`src/rtl/channel_pkg.sv`:
```
`default_nettype none
// ============================================================================
// Module      : channel_pkg
// Description : Shared constants and types for the square-wave channel.
//               c_sample_width : default width of volume/duty/period/wave
//               sample_t       : one sample at the default width
// Revision    : 1.0 - initial release
// ============================================================================
package channel_pkg;

   localparam int unsigned c_sample_width = 16;

   typedef logic [c_sample_width-1:0] sample_t;

endpackage : channel_pkg
`default_nettype wire

```
`src/rtl/channel_phase_counter.sv`:
```
`default_nettype none
// ============================================================================
// Module      : channel_phase_counter
// Description : Free-running phase counter for one square-wave period.
//               Steps 0..period-1, then returns to 0. period==0 holds it at 0.
// Ports       : clk    - clock, rising edge
//               rst    - synchronous active-high reset
//               period - period length in clocks (unsigned)
//               cnt    - current phase
// Revision    : 1.0 - initial release
// ============================================================================
module channel_phase_counter
   import channel_pkg::*;
#(
   parameter int WIDTH = c_sample_width
) (
   input  logic             clk,
   input  logic             rst,
   input  logic [WIDTH-1:0] period,
   output logic [WIDTH-1:0] cnt
);

   logic [WIDTH-1:0] r_cnt;
   logic             w_wrap;
   logic [WIDTH-1:0] w_cnt_next;

   // ">=" rather than "==" so that a period shrinking below the current phase
   // wraps on the next clock instead of running up to the counter limit.
   // The period==0 term guards the subtraction, so it never underflows into
   // the decision.
   always_comb begin
      w_wrap     = (period == '0) || (r_cnt >= (period - WIDTH'(1)));
      w_cnt_next = w_wrap ? '0 : (r_cnt + WIDTH'(1));
   end

   always_ff @(posedge clk) begin
      if (rst) begin
         r_cnt <= '0;
      end else begin
         r_cnt <= w_cnt_next;
      end
   end

   assign cnt = r_cnt;

endmodule : channel_phase_counter
`default_nettype wire

```
`src/rtl/channel.sv`:
```
`default_nettype none
// ============================================================================
// Module      : channel
// Description : Registered square-wave generator. Outputs volume while the
//               phase is below duty_cycle, else 0; one clock of latency.
// Ports       : clk        - clock, rising edge
//               rst        - synchronous active-high reset
//               volume     - amplitude during the high phase (unsigned)
//               duty_cycle - high-phase clocks per period (unsigned)
//               period     - period length in clocks (unsigned, 0 = silent)
//               wave       - registered output sample
// Revision    : 1.0 - initial release
// ============================================================================
module channel
   import channel_pkg::*;
#(
   parameter int WIDTH = c_sample_width
) (
   input  logic             clk,
   input  logic             rst,
   input  logic [WIDTH-1:0] volume,
   input  logic [WIDTH-1:0] duty_cycle,
   input  logic [WIDTH-1:0] period,
   output logic [WIDTH-1:0] wave
);

   logic [WIDTH-1:0] w_cnt;
   logic [WIDTH-1:0] w_wave_next;
   logic [WIDTH-1:0] r_wave;

   channel_phase_counter #(
      .WIDTH (WIDTH)
   ) u_phase_counter (
      .clk    (clk),
      .rst    (rst),
      .period (period),
      .cnt    (w_cnt)
   );

   // Inputs are used live: a new volume/duty shows up on the very next sample.
   always_comb begin
      w_wave_next = '0;
      if ((period != '0) && (w_cnt < duty_cycle)) begin
         w_wave_next = volume;
      end
   end

   always_ff @(posedge clk) begin
      if (rst) begin
         r_wave <= '0;
      end else begin
         r_wave <= w_wave_next;
      end
   end

   assign wave = r_wave;

endmodule : channel
`default_nettype wire

```
`config.mk`:
```
export PLATFORM = sky130hd
export DESIGN_NAME = channel
export DESIGN_NICKNAME = d
export VERILOG_FILES = /design/src/rtl/channel_pkg.sv /design/src/rtl/channel_phase_counter.sv /design/src/rtl/channel.sv
export SDC_FILE = /design/constraint.sdc
export NUM_CORES = 1
export LEC_CHECK = 0
export BUFFER_PORTS_ARGS = -buffer_cell sky130_fd_sc_hd__buf_2
export CAP_MARGIN = 20
export CORE_MARGIN = 2
export CORE_UTILIZATION = 56
export CTS_CLUSTER_DIAMETER = 60
export CTS_CLUSTER_SIZE = 30
export DETAILED_ROUTE_END_ITERATION = 8
export GPL_TIMING_DRIVEN = 0
export PLACE_DENSITY = 0.85
export SYNTH_ARGS = -nofsm -noshare
export SYNTH_HDL_FRONTEND = slang
export SYNTH_HIERARCHICAL = 1
export SYNTH_SLANG_ARGS = --single-unit
export TNS_END_PERCENT = 10
```
`constraint.sdc`:
```
create_clock -name clk -period 6.36 [get_ports clk]
set_input_delay 0.318 -clock clk [delete_from_list [all_inputs] [get_ports clk]]
set_output_delay 0.318 -clock clk [all_outputs]
set_load 0.005 [all_outputs]
```
==> flow_summary.toml <==
[global_route]
number_of_antenna_violations_at_the_first_check_in_global_routing = 0
global_route_wire_length_before_repair_mm = 8.28
first_global_vias = 1947
total_track_usage = 0.238
grt_max_degree = 11
global_route.overflow_total = 0

[detailed_routing]
first_iter_violations = 106
dr.pass1.iters = 4
drt-wirelength-per-cell_um = 12.7
via_count = 2093
drt-total-wl_mm = 4.88
post-route-drc-count = 0
post_drt_via_cell_ratio = 5.45
ant_nets = 0

[critical_path]
crit_arrival_ns = 3.09
worstSetupStartpointType = "input port"
cp_max_fo = 10
critical_path_required_ns = 6.54
crit_slowest_cell = "or3_1"
critical_path.cell_chain = "buf_2, or3_1, nor3b_2, nand2_1, nor3_1, xnor2_1, ha_1, nand4_1, nor3_1, o311ai_0, nand3_2, buf_6, nor2_1"
timing.critical_path.mode_cell = "nor3_1"
slowest_delay_ns = 0.42
setup.worst_path.end_class = "flip-flop"
path_class = "input port to flip-flop"

[placement]
io_buffers = 65
pre_cts_ws_ns = 3.10
finalWeightedCongestion = 0.797
place_hpwl_mm = 3.97

[finish]
multiInputGateArea_sq_um = 1510
antenna_cells_inserted = 0
regArea_sq_um = 641
post-route-util = 0.702
area.growth.synth_to_final_pct = 21.8
final_net_count = 416
filler_cell_count = 315
post_route_cells_drive_above_1_share = 0.275

[timing]
number_of_hold_violations_in_the_final_report = 0
finalClockSkew_ns = 0.00257
fin_ws_ns = 3.44
final_min_period_over_clock_period = 0.458
finalSetupViolations = 0
final.min_clock_period_ns = 2.92
worst_pin_slew_ns = 0.635
final.hold.worst_slack_ns = 0.266
setup_repair_after_global_routing_missed_its_margin = "false"
fmaxAchievable_mhz = 343
setup-tns-final_ns = 0
maxSlewViolCount = 0
timing.max_slew.rel_slack = 0.577

[yosys]
yosysWarningCount = 6
netlist_instances = 261
synth.largest_area_cell = "dfxtp_1"
netlist.area_leader.share = 0.282
synthFlopType = "dfxtp_1"
synth.net_count = 344
avgSynthCellArea_sq_um = 8.70
synth_top_cells_by_area = "dfxtp_1 28%, ha_1 18%, xnor2_1 6.9%"
synth_area_sq_um = 2270
synthArstFlopShare = 0
synth_seq_area_share = 0.282
yosysUniqueCellTypes = 38
synth_edf_count = 0
synth_common_cells = "33 x ha_1, 32 x dfxtp_1, 28 x nand3_1"
synth-seq-cells = 32
synth_most_common_cell = "ha_1"

[hold_path]
hold_class = "input port to flip-flop"

[floorplanning]
initial_utilization = 0.576
die_area_sq_um = 4580
fp.dieH_um = 67.7
floorplan.core_area_sq_um = 3940
placement_rows = 23
floorplan.die.width_um = 67.7
ios = 66

[clock_network]
cts_made_buffers = 5
post_cts_hold_buffer_count = 0
ctsRootBufferMaster = "clkbuf_8"
post_cts.resized_instances = 0
clk_latency_ns = 0.28
cts_sinks = 32
max-clock-path-buffers = 2
clock_tree.htree_level_count = 2
cts_setup_buffers = 0
cts_tree = "built"
path_clk_slew_ns = 0.07

[job]
timing.max_cap.violations = 0

[power_and_ir_drop]
vdd.ir_drop.worst_uv = 74.8
power_density_nw_per_um2 = 172
static_leakage_nw = 1.40
total_power_uw = 475

[status]
status = "completed"
stage by stage:
stage               area, sq um  cells
floorplan                  2270    261
global placement           2660    376
detailed placement         2660    376
CTS                        2770    384
global route               2770    384
finish                     2770    384
area by class of cell:
type,count,share of cell area
multi-input cells,202,0.547
flip-flops and latches,32,0.232
repair buffers,65,0.118
inverters,22,0.0299
clock buffers,6,0.0262
well taps,50,0.0226
clock inverters,2,0.0127
plain buffers,5,0.0122
routing by layer:
layer	up-vias	GRT usage	share of wire
li1	1080	-	-
met3	6	0.0267	0.050
met4	0	0.105	0.011
met5	-	0	0
met1	948	0.287	0.44
met2	59	0.422	0.50
sequential cells by signal, summed over array words and instances (netlist names):
register,count
u_phase_counter/cnt,16
wave,16
worst max-delay path, delay by kind of cell:
kind            cells  cell delay [ns]
buf+inv             2             0.30
xor+xnor            1             0.09
compound gates      1             0.25
fa+ha+maj           1             0.32
simple gates        8             1.81
final timing paths:
kind / to / slack, ns / start / depth (start not counted)
max: u_phase_counter/cnt[10]$_SDFF_PP0_ / 3.44 / period[2] / 13
min: wave[4]$_SDFF_PP0_ / 0.27 / volume[4] / 3
max reg2reg: wave[9]$_SDFF_PP0_ / 4.15 / u_phase_counter/cnt[14]$_SDFF_PP0_ / 6
min reg2reg: u_phase_counter/cnt[0]$_SDFF_PP0_ / 0.49 / u_phase_counter/cnt[0]$_SDFF_PP0_ / 1
where the power goes:
part           switching (mW)  leakage (nW)  internal, mW
registers             0.00391         0.263         0.208
logic                  0.0375          1.08        0.0363
clock network          0.0737        0.0552         0.116
total                   0.115          1.40         0.360
cell usage in the layout (no fill, tap or decap), types with 2 or more instances in the layout:
cell type  synthesis  final
nor4_1             6      6
a21oi_1            6      6
o21ai_0            3      3
nand4_1            9      9
and3_1             5      5
nand2b_1           2      2
nand2_1            8      8
xnor2_1           18     18
xor2_1            10     10
clkbuf_1           3      4
nor3_1            12     12
nand3_1           28     28
inv_1             22     22
nor3_2            12     12
nor2_1            26     26
and4_1             2      2
a31oi_1            2      2
buf_6              2      2
nor2b_1            3      3
clkbuf_8           0      5
ha_1              33     33
dfxtp_1           32     32
buf_2              0     65
cells by family (layout without fill, tap and decap cells):
kind of cell | Yosys count | count (layout) | share of synthesized area
AO/OA/AOI/OAI | 21 | 21 | 0.0738
XOR/XNOR | 28 | 28 | 0.108
adder cells (fa/ha/maj) | 33 | 33 | 0.182
buffers and inverters | 27 | 100 | 0.0512
flip-flops | 32 | 32 | 0.282
AND/OR/NAND/NOR | 120 | 120 | 0.303
(Power assumes the default switching activity.)
